<file path="config.mk">
export PLATFORM = sky130hd
export DESIGN_NAME = row_cmd_decoder
export DESIGN_NICKNAME = d
export VERILOG_FILES = /design/src/rtl/row_cmd_decoder_pkg.sv /design/src/rtl/row_cmd_decoder_timeout.sv /design/src/rtl/row_cmd_decoder.sv
export SDC_FILE = /design/constraint.sdc
export NUM_CORES = 1
export LEC_CHECK = 0
export CORE_MARGIN = 5
export CORE_UTILIZATION = 35
export CTS_CLUSTER_SIZE = 30
export DETAILED_ROUTE_END_ITERATION = 8
export PLACE_DENSITY_LB_ADDON = 0.15
export SETUP_SLACK_MARGIN = 0.1
export SLEW_MARGIN = 20
export SYNTH_ARGS = -nofsm -noshare
export SYNTH_HDL_FRONTEND = slang
export SYNTH_SLANG_ARGS = --single-unit
</file>
<file path="constraint.sdc">
create_clock -name clk_in -period 3.88 [get_ports clk_in]
set_input_delay 0.582 -clock clk_in [delete_from_list [all_inputs] [get_ports clk_in]]
set_output_delay 0.582 -clock clk_in [all_outputs]
set_load 0.005 [all_outputs]
</file>
<file path="src/rtl/row_cmd_decoder_pkg.sv">
// Shared command codes, FSM state encoding and framebuffer address widths
// for the row command decoder, its framebuffer and the debugger bench.
package row_cmd_decoder_pkg;

    localparam logic [7:0] CMD_ROW_LOAD   = 8'h4C;
    localparam logic [7:0] CMD_BRIGHTNESS = 8'h62;

    localparam int DEF_ROW_WIDTH      = 5;
    localparam int DEF_COL_BYTE_WIDTH = 7;

    typedef enum logic [1:0] {
        IDLE     = 2'd0,
        ROW_ADDR = 2'd1,
        PIXELS   = 2'd2,
        BRIGHT   = 2'd3
    } state_e;

endpackage

</file>
<file path="src/rtl/row_cmd_decoder_timeout.sv">
// Frame inactivity watchdog: counts enabled cycles without a clear and
// pulses expire on the last allowed idle cycle.
module frame_timeout_counter #(
    parameter int TICKS = 1000,
    parameter int WIDTH = 10
) (
    input  logic clk_in,
    input  logic reset,
    input  logic clear_i,
    input  logic enable_i,
    output logic expire_o
);

    logic [WIDTH-1:0] count_q, count_d;

    // A clear on the expiry cycle wins, so a late byte is never lost to the watchdog.
    assign expire_o = enable_i && !clear_i && (count_q == WIDTH'(TICKS - 1));

    // NOTE: every always_comb target gets a default first so no latch is inferred.
    always_comb begin
        count_d = count_q;
        if (clear_i || expire_o) begin
            count_d = '0;
        end else if (enable_i) begin
            count_d = count_q + 1'b1;
        end
    end

    // NOTE: sequential state uses non-blocking assignments only.
    always_ff @(posedge clk_in) begin
        if (reset) begin
            count_q <= '0;
        end else begin
            count_q <= count_d;
        end
    end

endmodule

</file>
<file path="src/rtl/row_cmd_decoder.sv">
// Parses 'L' row-load and 'b' brightness frames from the UART byte stream into
// framebuffer byte writes. Optional error counter: ROW_DECODER_ERRCNT_EN.
module row_cmd_decoder
    import row_cmd_decoder_pkg::*;
#(
    parameter int PIXELS_PER_ROW  = 64,
    parameter int BYTES_PER_PIXEL = 2,
    parameter int ROW_WIDTH       = DEF_ROW_WIDTH,
    parameter int COL_BYTE_WIDTH  = DEF_COL_BYTE_WIDTH,
    parameter int TIMEOUT_TICKS   = 1000,
    parameter int TIMEOUT_WIDTH   = 10
) (
    input  logic                                clk_in,
    input  logic                                reset,
    input  logic [7:0]                          rx_data,
    input  logic                                rx_data_ready,
    output logic                                ram_write_enable,
    output logic [ROW_WIDTH+COL_BYTE_WIDTH-1:0] ram_write_addr,
    output logic [7:0]                          ram_write_data,
    output logic                                row_written,
    output logic [ROW_WIDTH-1:0]                row_written_addr,
    output logic [7:0]                          brightness,
`ifdef ROW_DECODER_ERRCNT_EN
    output logic [7:0]                          error_count,
`endif
    output logic                                busy
);

    localparam logic [COL_BYTE_WIDTH-1:0] LAST_IDX =
        COL_BYTE_WIDTH'(PIXELS_PER_ROW * BYTES_PER_PIXEL - 1);

    state_e                              state_q, state_d;
    logic [ROW_WIDTH-1:0]                row_q, row_d;
    logic [COL_BYTE_WIDTH-1:0]           byte_idx_q, byte_idx_d;
    logic [7:0]                          brightness_q, brightness_d;
    logic                                wr_en_q, wr_en_d;
    logic [ROW_WIDTH+COL_BYTE_WIDTH-1:0] wr_addr_q, wr_addr_d;
    logic [7:0]                          wr_data_q, wr_data_d;
    logic                                row_done_q, row_done_d;
    logic [ROW_WIDTH-1:0]                row_done_addr_q, row_done_addr_d;
    logic                                timeout_expire;

    frame_timeout_counter #(
        .TICKS (TIMEOUT_TICKS),
        .WIDTH (TIMEOUT_WIDTH)
    ) u_timeout (
        .clk_in   (clk_in),
        .reset    (reset),
        .clear_i  (rx_data_ready || (state_q == IDLE)),
        .enable_i (state_q != IDLE),
        .expire_o (timeout_expire)
    );

    always_comb begin
        state_d         = state_q;
        row_d           = row_q;
        byte_idx_d      = byte_idx_q;
        brightness_d    = brightness_q;
        wr_en_d         = 1'b0;
        wr_addr_d       = wr_addr_q;
        wr_data_d       = wr_data_q;
        row_done_d      = 1'b0;
        row_done_addr_d = row_done_addr_q;

        if (timeout_expire) begin
            state_d    = IDLE;
            byte_idx_d = '0;
        end else if (rx_data_ready) begin
            case (state_q)
                IDLE: begin
                    if (rx_data == CMD_ROW_LOAD) begin
                        state_d = ROW_ADDR;
                    end else if (rx_data == CMD_BRIGHTNESS) begin
                        state_d = BRIGHT;
                    end
                end
                ROW_ADDR: begin
                    row_d      = rx_data[ROW_WIDTH-1:0];
                    byte_idx_d = '0;
                    state_d    = PIXELS;
                end
                PIXELS: begin
                    // Write is registered: it appears on the cycle after the byte.
                    wr_en_d    = 1'b1;
                    wr_addr_d  = {row_q, byte_idx_q};
                    wr_data_d  = rx_data;
                    byte_idx_d = byte_idx_q + 1'b1;
                    if (byte_idx_q == LAST_IDX) begin
                        row_done_d      = 1'b1;
                        row_done_addr_d = row_q;
                        byte_idx_d      = '0;
                        state_d         = IDLE;
                    end
                end
                BRIGHT: begin
                    brightness_d = rx_data;
                    state_d      = IDLE;
                end
                default: state_d = IDLE;
            endcase
        end
    end

    always_ff @(posedge clk_in) begin
        if (reset) begin
            state_q         <= IDLE;
            row_q           <= '0;
            byte_idx_q      <= '0;
            brightness_q    <= 8'hFF;
            wr_en_q         <= 1'b0;
            wr_addr_q       <= '0;
            wr_data_q       <= '0;
            row_done_q      <= 1'b0;
            row_done_addr_q <= '0;
        end else begin
            state_q         <= state_d;
            row_q           <= row_d;
            byte_idx_q      <= byte_idx_d;
            brightness_q    <= brightness_d;
            wr_en_q         <= wr_en_d;
            wr_addr_q       <= wr_addr_d;
            wr_data_q       <= wr_data_d;
            row_done_q      <= row_done_d;
            row_done_addr_q <= row_done_addr_d;
        end
    end

`ifdef ROW_DECODER_ERRCNT_EN
    logic       unknown_cmd;
    logic [7:0] err_cnt_q;

    assign unknown_cmd = rx_data_ready && (state_q == IDLE) &&
                         (rx_data != CMD_ROW_LOAD) && (rx_data != CMD_BRIGHTNESS);

    always_ff @(posedge clk_in) begin
        if (reset) begin
            err_cnt_q <= '0;
        end else if ((unknown_cmd || timeout_expire) && (err_cnt_q != 8'hFF)) begin
            err_cnt_q <= err_cnt_q + 1'b1;
        end
    end

    assign error_count = err_cnt_q;
`endif

    assign ram_write_enable = wr_en_q;
    assign ram_write_addr   = wr_addr_q;
    assign ram_write_data   = wr_data_q;
    assign row_written      = row_done_q;
    assign row_written_addr = row_done_addr_q;
    assign brightness       = brightness_q;
    assign busy             = (state_q != IDLE);

endmodule
</file>
==> tab_implementation.tex, run 1 <==
\begin{tabular}{lr}
\hline
Metric & Value \\
\hline
\multicolumn{2}{l}{\textbf{Clock network}} \\
Longest Clk Path Bufs & 2 \\
Cts-stage hold buffer count & 0 \\
Clock-pin slew on the worst setup and hold paths & 70 ps \\
CTS HTree Levels & 3 \\
Number of buffers inserted by post-CTS setup repair & 0 \\
Total of cells resized after clock tree synthesis & 0 \\
CTS tree & built \\
Root Driver & sky130\_fd\_sc\_hd\_\_clkbuf\_8 \\
\# clock sinks & 59 \\
Clk\_lat worst skew & 340 ps \\
Inserted Clock Buffers & 9 \\
\multicolumn{2}{l}{\textbf{Global routing}} \\
Number of global-route vias before repair & 1,864 \\
Met1 Use GR & 0.1949 \\
Most utilized layer in the global route result & met2 \\
Wire length of the first global-routing pass & 9549 µm \\
M3 GR Usage & 0.05149 \\
Met2 usage in global routing & 0.1971 \\
Maximum number of pins on one net before global-route repair & 36 \\
Aggregate global-route resource usage & 0.1392 \\
Antenna violations before repair & 0 \\
Remaining Overflow, GRT & 0 \\
\multicolumn{2}{l}{\textbf{Timing}} \\
Clock skew after layout & 6.045 ps \\
Fin crit share & 0.6002 \\
Final sum of negative setup slack & 0 ps \\
Final Hold Viols & 0 \\
Number of max-slew violations in the final report & 0 \\
Max transition margin & 0.5176 \\
Number of failing setup endpoints in the final timing report & 0 \\
Final critical path time including I/O delays and setup & 2329 ps \\
Measured slew at the worst slew-check pin & 721.8 ps \\
RSZ-0062 raised after global routing & false \\
Highest clock frequency the design can meet & 429.4 MHz \\
\multicolumn{2}{l}{\textbf{Floorplanning}} \\
Die width & 93.37 µm \\
Die Y & 93.37 µm \\
I/O pin count & 47 \\
Initial core utilization & 0.3580 \\
DIE AREA & 8717 µm² \\
Number of cell rows & 30 \\
Core region area & 6794 µm² \\
\multicolumn{2}{l}{\textbf{Power and ir drop}} \\
IR Drop Worst-Case VDD & 198.6 µV \\
Lkg Pwr & 1.072 nW \\
Power density of the placed cells & 419.5 nW/µm² \\
\multicolumn{2}{l}{\textbf{Critical path}} \\
Arrival @ worst endpoint & 1750 ps \\
Biggest fanout along the worst timing path & 10 \\
Crit Path Category & reg2out \\
Required time reported for the critical path endpoint & 3300 ps \\
CP Capture Type & output pin \\
Sort of element at the start of the critical path & flip-flop \\
\multicolumn{2}{l}{\textbf{Routing}} \\
First-iteration detailed-routing DRC count & 80 \\
First drt pass iteration count & 4 \\
Vias per cell & 4.742 \\
Number of vias after detailed routing & 2,058 \\
DRT Wirelength & 5611 µm \\
Wirelength per Cell & 12.93 µm \\
Total DRC errors in the routed layout & 0 \\
Detail Route Antenna Nets & 0 \\
\multicolumn{2}{l}{\textbf{Synthesis}} \\
Number of warnings printed during yosys synthesis & 0 \\
Most frequently used flop master after synthesis & sky130\_fd\_sc\_hd\_\_dfxtp\_1 \\
Syn\_area\_per\_cell & 8.387 µm² \\
Synthesized-area fraction occupied by adder cells & 0.03086 \\
Synth Area in Compound Gates & 0.1091 \\
Post-synth design cell area & 2432 µm² \\
Synthesized netlist cell count & 290 \\
Area share of and/or/nand/nor cells after synthesis & 0.2809 \\
Post-Synth XOR/XNOR Area & 0.02881 \\
Number of enable flip-flop cells after synthesis & 0 \\
Largest family of logic cells by synthesized area & simple AND/OR/NAND/NOR gates \\
Share of synthesized area spent on multiplexers & 0.02469 \\
Number of nets produced by synthesis & 307 \\
Sequential area share after synthesis & 0.4856 \\
Post-synthesis register bit count & 59 \\
Post-synthesis cell type count & 43 \\
Post-synthesis async set-or-reset flop share & 0 \\
\multicolumn{2}{l}{\textbf{Run}} \\
Max-capacitance violation count & 0 \\
\multicolumn{2}{l}{\textbf{Layout}} \\
Fill cell total of the finished layout & 685 \\
Count of inserted antenna diode cells & 0 \\
Final net count & 350 \\
Final standard cell area without fillers & 3157 µm² \\
Synth-to-Final Area Change & 29.78\% \\
Share of post-route cells with drive strength above 1 & 0.07396 \\
\multicolumn{2}{l}{\textbf{Placement}} \\
I/O Buffers & 46 \\
Detailed Place HPWL & 3953 µm \\
Placer's final routability congestion estimate & 0.7673 \\
Placed Instance Area & 2949 µm² \\
\multicolumn{2}{l}{\textbf{Status}} \\
Result of the run & finished clean \\
\multicolumn{2}{l}{\textbf{Worst hold path}} \\
Type of the most critical hold path & reg2reg \\
\hline
\end{tabular}
cell families (layout without fill, tap and decap cells):
kind of cell,count (synthesis),count (layout)
buffers and inverters,21,69
AOI/OAI and AO/OA,46,46
xor gates and xnor gates,8,8
and+or+nand+nor,144,144
adders and majority gates,6,6
DFF,59,59
muxes,6,6
power by group:
group	leakage, nW	switching, mW	internal [mW]	total [mW]
clock network	0.110	0.237	0.357	0.594
logic	0.487	0.0647	0.0439	0.109
registers	0.475	0.00674	0.615	0.621
flip-flops by register name, summed over array words and instances, names as in the netlist:
signal	cells
row_written_addr	5
ram_write_addr	12
u_timeout.count_q	10
row_written	1
ram_write_enable	1
ram_write_data	8
state_q	2
byte_idx_q	7
row_q	5
brightness	8
synthesized netlist by cell type (all sizes together), types with 3 or more instances:
| cell | n | area share |
|---|---|---|
| a21oi | 32 | 0.066 |
| buf | 7 | 0.017 |
| clkbuf | 9 | 0.015 |
| dfxtp | 59 | 0.49 |
| ha | 6 | 0.031 |
| inv | 4 | 0.0062 |
| mux2i | 6 | 0.025 |
| nand2 | 67 | 0.10 |
| nand3 | 27 | 0.058 |
| nand4 | 3 | 0.0077 |
| nor2 | 23 | 0.035 |
| nor3 | 7 | 0.019 |
| o21ai | 5 | 0.010 |
| xnor2 | 5 | 0.018 |
| xor2 | 3 | 0.011 |
area by class of cell:
type	instances	area, µm²	share of cell area
Inverter	5	18.77	0.005945
Multi-Input combinational cell	210	1154	0.3654
Clock inverter	6	80.08	0.02537
Clock buffer	10	127.6	0.04043
Sequential cell	59	1181	0.3742
Timing Repair Buffer	48	475.5	0.1506
Tap cell	96	120.1	0.03805
cells in the final DEF (no fill, tap or decap), types with 2 or more instances in the layout:
cell                              instances
sky130_fd_sc_hd__o21a_1                   2
sky130_fd_sc_hd__and2_1                   2
sky130_fd_sc_hd__clkdlybuf4s50_1         46
sky130_fd_sc_hd__clkbuf_8                 9
sky130_fd_sc_hd__buf_4                    2
sky130_fd_sc_hd__ha_1                     6
sky130_fd_sc_hd__xnor2_1                  5
sky130_fd_sc_hd__nand4_1                  3
sky130_fd_sc_hd__xor2_1                   3
sky130_fd_sc_hd__nand2_1                 67
sky130_fd_sc_hd__bufinv_16                2
sky130_fd_sc_hd__nor2_1                  23
sky130_fd_sc_hd__nand3b_1                 2
sky130_fd_sc_hd__o21ai_0                  5
sky130_fd_sc_hd__nor4bb_1                 2
sky130_fd_sc_hd__inv_1                    4
sky130_fd_sc_hd__nand3_1                 26
sky130_fd_sc_hd__nor3_2                   2
sky130_fd_sc_hd__nor3_1                   5
sky130_fd_sc_hd__mux2i_1                  6
sky130_fd_sc_hd__clkinv_2                 4
sky130_fd_sc_hd__a21oi_1                 32
sky130_fd_sc_hd__dfxtp_1                 59
sky130_fd_sc_hd__nor4_1                   2
per-stage QoR:
step | util | cells | hold slack (ps) | worst slack, ps | power, mW
3_3_place_gp | 0.4341 | 418 | 434.1 | 1319 | 0.7442
6_report | 0.4646 | 434 | 454.0 | 1551 | 1.324
5_1_grt | 0.4646 | 434 | 475.8 | 1422 | 1.382
3_5_place_dp | 0.4341 | 418 | 447.5 | 1282 | 0.7440
4_1_cts | 0.4646 | 434 | 457.0 | 1523 | 1.347
2_1_floorplan | - | 290 | 417.3 | 2218 | 0.7024
path summary, 6_finish.rpt:
path / from / slack (ps) / depth (start not counted) / endpoint
max reg2reg: state_q[0]$_SDFFE_PP0P_ / 2020 / 6 / u_timeout.count_q[2]$_SDFFE_PP0N_
min: ram_write_addr[1]$_SDFFE_PP0P_ / 450 / 2 / ram_write_addr[1]$_SDFFE_PP0P_
max: state_q[0]$_SDFFE_PP0P_ / 1550 / 4 / busy
min reg2reg: ram_write_addr[1]$_SDFFE_PP0P_ / 450 / 2 / ram_write_addr[1]$_SDFFE_PP0P_
layer usage:
metal | up-vias | wire length, µm
li1 | 1071 | -
met1 | 933 | 2778
met2 | 42 | 2432
met3 | 12 | 317
met4 | 0 | 83
met5 | - | 0
critical path, cell delays in order (launching register included):
cell and delay [ps]:
sky130_fd_sc_hd__dfxtp_1 390, sky130_fd_sc_hd__inv_1 80, sky130_fd_sc_hd__ha_1 310, sky130_fd_sc_hd__inv_1 120, sky130_fd_sc_hd__clkdlybuf4s50_1 510
No activity file was read; power rests on OpenSTA's default activity.
==> inputs of run 2 (changes only) <==
clock period = 2.1 ns   (was 3.88 ns; I/O delays follow)
==> tab_implementation.tex, run 2 (synthesized netlist as in run 1, its figures left out) <==
\begin{tabular}{lr}
\hline
Metric & Value \\
\hline
\multicolumn{2}{l}{\textbf{Routing}} \\
First-iteration detailed-routing DRC count & 107 (+34\%) \\
Number of vias after detailed routing & 2,082 (+1.2\%) \\
Wirelength per Cell & 13.23 µm (+2.3\%) \\
DRT Wirelength & 5847 µm (+4.2\%) \\
Vias per cell & 4.710 (-0.66\%) \\
First drt pass iteration count & 4 (unchanged) \\
Detail Route Antenna Nets & 0 (unchanged) \\
Total DRC errors in the routed layout & 0 (unchanged) \\
\multicolumn{2}{l}{\textbf{Layout}} \\
Leading cell types in the layout, fill and taps excluded & sky130\_fd\_sc\_hd\_\_nand2\_1 (67), sky130\_fd\_sc\_hd\_\_dfxtp\_1 (57), sky130\_fd\_sc\_hd\_\_clkdlybuf4s50\_1 (46), sky130\_fd\_sc\_hd\_\_a21oi\_1 (32), sky130\_fd\_sc\_hd\_\_nand3\_1 (26) \\
Share of post-route cells with drive strength above 1 & 0.1069 (+0.03297) \\
Count of inserted antenna diode cells & 0 (unchanged) \\
Area of combinational cells with multiple inputs & 1166 µm² (+1.1\%) \\
Synth-to-Final Area Change & 33.64\% \\
Storage element area & 1184 µm² (+0.21\%) \\
Fill cell total of the finished layout & 689 (+0.58\%) \\
Most common cell after layout, fill and taps aside & sky130\_fd\_sc\_hd\_\_nand2\_1 \\
Final standard cell area without fillers & 3251 µm² (+3.0\%) \\
Number of cells in the finished layout apart from fillers & 442 (+1.8\%) \\
Number of flip-flops under the largest register name & 12 (unchanged) \\
Final net count & 358 (+2.3\%) \\
\multicolumn{2}{l}{\textbf{Timing}} \\
Final critical path time including I/O delays and setup & 1893 ps \\
Measured slew at the worst slew-check pin & 450.6 ps (-271.2 ps) \\
Final setup slack of the worst path & 207.3 ps (-1344 ps) \\
Fin crit share & 0.9013 \\
Final Hold Viols & 0 (unchanged) \\
Max transition margin & 0.6954 (+0.1778) \\
Number of failing setup endpoints in the final timing report & 0 (unchanged) \\
Clock skew after layout & 4.741 ps (-1.304 ps) \\
Number of max-slew violations in the final report & 0 (unchanged) \\
RSZ-0062 raised after global routing & false \\
Highest clock frequency the design can meet & 528.3 MHz \\
\multicolumn{2}{l}{\textbf{Clock network}} \\
Number of buffers inserted by post-CTS setup repair & 0 (unchanged) \\
Longest Clk Path Bufs & 2 (unchanged) \\
Cts-stage hold buffer count & 0 (unchanged) \\
Inserted Clock Buffers & 9 (unchanged) \\
Root Driver & sky130\_fd\_sc\_hd\_\_clkbuf\_8 \\
Clock-pin slew on the worst setup and hold paths & 70 ps (about the same) \\
Clk\_lat worst skew & 340 ps (about the same) \\
CTS tree & built \\
\# clock sinks & 59 (unchanged) \\
CTS HTree Levels & 3 (unchanged) \\
\multicolumn{2}{l}{\textbf{Power and ir drop}} \\
Lkg Pwr & 1.123 nW (+4.8\%) \\
IR Drop Worst-Case VDD & 552.1 µV (+180\%) \\
Power density of the placed cells & 781.2 nW/µm² (+86\%) \\
\multicolumn{2}{l}{\textbf{Global routing}} \\
Aggregate global-route resource usage & 0.1403 (+0.001142) \\
Antenna violations before repair & 0 (unchanged) \\
Wire length of the first global-routing pass & 9625 µm (+0.80\%) \\
Remaining Overflow, GRT & 0 (unchanged) \\
Number of global-route vias before repair & 1,947 (+4.5\%) \\
Maximum number of pins on one net before global-route repair & 32 (-11\%) \\
\multicolumn{2}{l}{\textbf{Floorplanning}} \\
Die width & 93.37 µm (unchanged) \\
DIE AREA & 8717 µm² (unchanged) \\
Core region area & 6794 µm² (unchanged) \\
Initial core utilization & 0.3580 (unchanged) \\
Number of cell rows & 30 (unchanged) \\
I/O pin count & 47 (unchanged) \\
Die Y & 93.37 µm (unchanged) \\
\multicolumn{2}{l}{\textbf{Placement}} \\
Placed Instance Area & 3009 µm² (+2.0\%) \\
I/O Buffers & 46 (unchanged) \\
Placed instance count & 426 (+1.9\%) \\
Detailed Place HPWL & 4116 µm (+4.1\%) \\
Post-Place Setup Slack & -9.417 ps (-1292 ps) \\
Placer's final routability congestion estimate & 0.7723 (+0.65\%) \\
\multicolumn{2}{l}{\textbf{Critical path}} \\
Sort of element at the start of the critical path & flip-flop \\
Crit Path Category & reg2out \\
Arrival @ worst endpoint & 1580 ps (-170 ps) \\
Required time reported for the critical path endpoint & 1780 ps (-1520 ps) \\
CP Capture Type & output pin \\
Biggest fanout along the worst timing path & 10 (unchanged) \\
Length in cells of the worst reg-to-reg path & 5 (-1) \\
\multicolumn{2}{l}{\textbf{Worst hold path}} \\
Type of the most critical hold path & reg2reg \\
Hold Crit Depth & 2 (unchanged) \\
\multicolumn{2}{l}{\textbf{Run}} \\
Max-capacitance violation count & 0 (unchanged) \\
\multicolumn{2}{l}{\textbf{Status}} \\
Result of the run & finished clean \\
\hline
\end{tabular}
## run 2: changes by cell type in the layout (fill, tap and decap cells not counted)
| cell | delta |
|---|---|
| sky130_fd_sc_hd__ha_1 | -1 |
| sky130_fd_sc_hd__dfxtp_2 | +2 |
| sky130_fd_sc_hd__buf_4 | +8 |
| sky130_fd_sc_hd__ha_4 | +1 |
| sky130_fd_sc_hd__dfxtp_1 | -2 |
| sky130_fd_sc_hd__clkinv_2 | -1 |
| sky130_fd_sc_hd__clkbuf_1 | -1 |
| sky130_fd_sc_hd__clkbuf_8 | +2 |
## run 2: power breakdown
part,internal [mW],switching [mW]
combinational,0.0997,0.127
clock,0.726,0.437
sequential,1.14,0.0125
## run 2: per-stage QoR
stage / util / power [mW] / hold WS [ps] / setup TNS [ps]
final: 0.4785 / 2.539 / 452.6 / 0
after detailed placement: 0.4429 / 1.387 / 444.0 / -13.91
after floorplan: - / 1.298 / 417.3 / 0
after CTS: 0.4768 / 2.564 / 453.5 / 0
after global placement: 0.4429 / 1.386 / 436.4 / 0
after global routing: 0.4785 / 2.657 / 473.9 / 0
## run 2: area by class of cell
| type | instances | area share |
|---|---|---|
| timing repair buffer | 56 | 0.1647 |
| clock inverter | 5 | 0.02309 |
| tap | 96 | 0.03695 |
| clock buffer | 11 | 0.04657 |
| sequential | 59 | 0.3641 |
| multi-input combinational | 210 | 0.3587 |
| inverter | 5 | 0.005774 |
## run 2: critical path, stage by stage, from the launching register on
cell                              delay (ps)
sky130_fd_sc_hd__dfxtp_2                 360
sky130_fd_sc_hd__inv_1                    90
sky130_fd_sc_hd__ha_4                    200
sky130_fd_sc_hd__inv_1                    90
sky130_fd_sc_hd__clkdlybuf4s50_1         510
## run 2: worst paths after layout
kind,slack [ps],from,end
setup / recovery,210,state_q[0]$_SDFFE_PP0P_,busy
hold / removal,450,ram_write_addr[8]$_SDFFE_PP0P_,ram_write_addr[8]$_SDFFE_PP0P_
setup reg to reg,320,byte_idx_q[0]$_SDFFE_PP0P_,state_q[1]$_SDFFE_PP0P_
hold reg to reg,450,ram_write_addr[8]$_SDFFE_PP0P_,ram_write_addr[8]$_SDFFE_PP0P_
## run 2: layer usage
layer  track usage  routed length (µm)  vias to the layer above
met3       0.05873                 300                        7
met4       0.03663                  65                        0
met1        0.1846                2874                      944
met2        0.2114                2607                       45
met5             0                   0                        -
li1              -                   -                     1086
## run 2: repair_timing
item | CTS | global route
endpoints found under the hold margin | 0 | 0
pin swaps | 0 | 0
gates cloned | 0 | 0
endpoints found under the setup margin | 1 | 1
resized for setup | 2 | 2
==> inputs of run 3 (changes only) <==
SKIP_CTS_REPAIR_TIMING = 1   (was not set)
==> tab_implementation.tex, run 3 (synthesized netlist as in run 1, its figures left out) <==
\begin{tabular}{lr}
\hline
Metric & Value \\
\hline
\multicolumn{2}{l}{\textbf{Power and ir drop}} \\
Power density of the placed cells & 780.1 nW/µm² (-0.14\%) \\
IR Drop Worst-Case VDD & 552.4 µV (about the same) \\
Lkg Pwr & 1.123 nW (unchanged) \\
\multicolumn{2}{l}{\textbf{Status}} \\
Result of the run & finished clean \\
\multicolumn{2}{l}{\textbf{Routing}} \\
Total DRC errors in the routed layout & 0 (unchanged) \\
Wirelength per Cell & 13.10 µm (-0.97\%) \\
Vias per cell & 4.672 (-0.82\%) \\
Detail Route Antenna Nets & 0 (unchanged) \\
Number of vias after detailed routing & 2,065 (-0.82\%) \\
First-iteration detailed-routing DRC count & 98 (-8.4\%) \\
First drt pass iteration count & 4 (unchanged) \\
DRT Wirelength & 5790 µm (-0.97\%) \\
\multicolumn{2}{l}{\textbf{Layout}} \\
Final net count & 358 (unchanged) \\
Area of combinational cells with multiple inputs & 1166 µm² (unchanged) \\
Most common cell after layout, fill and taps aside & sky130\_fd\_sc\_hd\_\_nand2\_1 \\
Number of flip-flops under the largest register name & 12 (unchanged) \\
Storage element area & 1184 µm² (unchanged) \\
Final standard cell area without fillers & 3251 µm² (unchanged) \\
Share of post-route cells with drive strength above 1 & 0.1069 (unchanged) \\
Leading cell types in the layout, fill and taps excluded & sky130\_fd\_sc\_hd\_\_nand2\_1 (67), sky130\_fd\_sc\_hd\_\_dfxtp\_1 (57), sky130\_fd\_sc\_hd\_\_clkdlybuf4s50\_1 (46), sky130\_fd\_sc\_hd\_\_a21oi\_1 (32), sky130\_fd\_sc\_hd\_\_nand3\_1 (26) \\
Fill cell total of the finished layout & 687 (-0.29\%) \\
Count of inserted antenna diode cells & 0 (unchanged) \\
Synth-to-Final Area Change & 33.64\% (unchanged) \\
\multicolumn{2}{l}{\textbf{Global routing}} \\
Antenna violations before repair & 0 (unchanged) \\
Met1 Use GR & 0.1851 (+0.0004975) \\
Wire length of the first global-routing pass & 9604 µm (-0.22\%) \\
Maximum number of pins on one net before global-route repair & 32 (unchanged) \\
Most utilized layer in the global route result & met2 \\
Number of global-route vias before repair & 1,935 (-0.62\%) \\
Aggregate global-route resource usage & 0.1402 (-0.0001693) \\
M3 GR Usage & 0.05873 (unchanged) \\
Remaining Overflow, GRT & 0 (unchanged) \\
Met2 usage in global routing & 0.2102 (-0.001191) \\
\multicolumn{2}{l}{\textbf{Timing}} \\
Final Hold Viols & 0 (unchanged) \\
Clock skew after layout & 4.691 ps (-0.04982 ps) \\
Worst hold slack & 452.6 ps (+0.03000 ps) \\
Final critical path time including I/O delays and setup & 1891 ps (-1.314 ps) \\
Number of max-slew violations in the final report & 0 (unchanged) \\
Highest clock frequency the design can meet & 528.7 MHz (about the same) \\
Fin crit share & 0.9007 (about the same) \\
RSZ-0062 raised after global routing & false \\
Number of failing setup endpoints in the final timing report & 0 (unchanged) \\
Measured slew at the worst slew-check pin & 452.0 ps (+1.384 ps) \\
Max transition margin & 0.6944 (-0.0009350) \\
\multicolumn{2}{l}{\textbf{Critical path}} \\
Length in cells of the worst reg-to-reg path & 6 (+1) \\
Required time reported for the critical path endpoint & 1780 ps (about the same) \\
Biggest fanout along the worst timing path & 10 (unchanged) \\
Reg-to-reg critical path endpoint & u\_timeout.count\_q[2]\$\_SDFFE\_PP0N\_ \\
Sort of element at the start of the critical path & flip-flop \\
Critical register-to-register path startpoint & state\_q[0]\$\_SDFFE\_PP0P\_ \\
Crit Path Category & reg2out \\
Launching instance or port of the critical path & state\_q[0]\$\_SDFFE\_PP0P\_ \\
Setup slack of the worst register-to-register path & 350 ps (+30 ps) \\
CP Capture Type & output pin \\
Arrival @ worst endpoint & 1580 ps (about the same) \\
Worst Setup EP & busy \\
\multicolumn{2}{l}{\textbf{Placement}} \\
Placed Instance Area & 3009 µm² (unchanged) \\
Detailed Place HPWL & 4116 µm (unchanged) \\
I/O Buffers & 46 (unchanged) \\
Placer's final routability congestion estimate & 0.7723 (unchanged) \\
\multicolumn{2}{l}{\textbf{Clock network}} \\
CTS tree & built \\
Clock-pin slew on the worst setup and hold paths & 70 ps (about the same) \\
\# clock sinks & 59 (unchanged) \\
Longest Clk Path Bufs & 2 (unchanged) \\
CTS HTree Levels & 3 (unchanged) \\
Clk\_lat worst skew & 330 ps (about the same) \\
Inserted Clock Buffers & 9 (unchanged) \\
Root Driver & sky130\_fd\_sc\_hd\_\_clkbuf\_8 \\
\multicolumn{2}{l}{\textbf{Floorplanning}} \\
Core region area & 6794 µm² (unchanged) \\
Initial core utilization & 0.3580 (unchanged) \\
Die width & 93.37 µm (unchanged) \\
DIE AREA & 8717 µm² (unchanged) \\
Number of cell rows & 30 (unchanged) \\
I/O pin count & 47 (unchanged) \\
Die Y & 93.37 µm (unchanged) \\
\multicolumn{2}{l}{\textbf{Run}} \\
Max-capacitance violation count & 0 (unchanged) \\
\multicolumn{2}{l}{\textbf{Worst hold path}} \\
Type of the most critical hold path & reg2reg \\
\hline
\end{tabular}
-- run 3: cell counts in the layout (fill, tap and decap cells not counted) --
Identical to the previous run, type by type.
-- run 3: cell type report --
type | count | area share
Clock buffer | 11 | 0.04657
Clock inverter | 5 | 0.02309
Inverter | 5 | 0.005774
Multi-Input combinational cell | 210 | 0.3587
Sequential cell | 59 | 0.3641
Tap cell | 96 | 0.03695
Timing Repair Buffer | 56 | 0.1647
-- run 3: critical path: stages, from the launching register on --
cell and delay, ps:
sky130_fd_sc_hd__dfxtp_2 360, sky130_fd_sc_hd__inv_1 90, sky130_fd_sc_hd__ha_4 200, sky130_fd_sc_hd__inv_1 90, sky130_fd_sc_hd__clkdlybuf4s50_1 510
-- run 3: worst min-delay path by stage --
| stage | startpoint | end | slack (ps) | cells after the start |
|---|---|---|---|---|
| floorplan | u_timeout.count_q[0]$_SDFFE_PP0N_ | u_timeout.count_q[0]$_SDFFE_PP0N_ | 420 | 1 |
| global placement | u_timeout.count_q[0]$_SDFFE_PP0N_ | u_timeout.count_q[0]$_SDFFE_PP0N_ | 440 | 1 |
| detailed placement | u_timeout.count_q[0]$_SDFFE_PP0N_ | u_timeout.count_q[0]$_SDFFE_PP0N_ | 440 | 1 |
| CTS | u_timeout.count_q[0]$_SDFFE_PP0N_ | u_timeout.count_q[0]$_SDFFE_PP0N_ | 450 | 1 |
| global route | ram_write_addr[9]$_SDFFE_PP0P_ | ram_write_addr[9]$_SDFFE_PP0P_ | 470 | 2 |
| finish | ram_write_addr[8]$_SDFFE_PP0P_ | ram_write_addr[8]$_SDFFE_PP0P_ | 450 | 2 |
-- run 3: power by group --
| part | leakage [nW] | switching (mW) | total (mW) | internal (mW) |
|---|---|---|---|---|
| sequential | 0.476 | 0.0125 | 1.15 | 1.14 |
| combinational | 0.528 | 0.126 | 0.226 | 0.0993 |
| clock | 0.119 | 0.435 | 1.16 | 0.726 |
-- run 3: metal layers --
layer	routed length, µm	up-vias
met5	0	-
met4	61	0
met3	264	7
met2	2561	41
met1	2902	929
li1	-	1088
-- run 3: metrics by stage --
stage	power (mW)	TNS, ps	worst slack, ps	utilization	instances
2_1_floorplan	1.298	0	501.6	-	290
3_3_place_gp	1.386	0	1.761	0.4429	426
3_5_place_dp	1.387	-13.91	-9.417	0.4429	426
4_1_cts	2.561	-15.80	-15.80	0.4762	442
5_1_grt	2.657	0	126.5	0.4785	442
6_report	2.536	0	208.6	0.4785	442
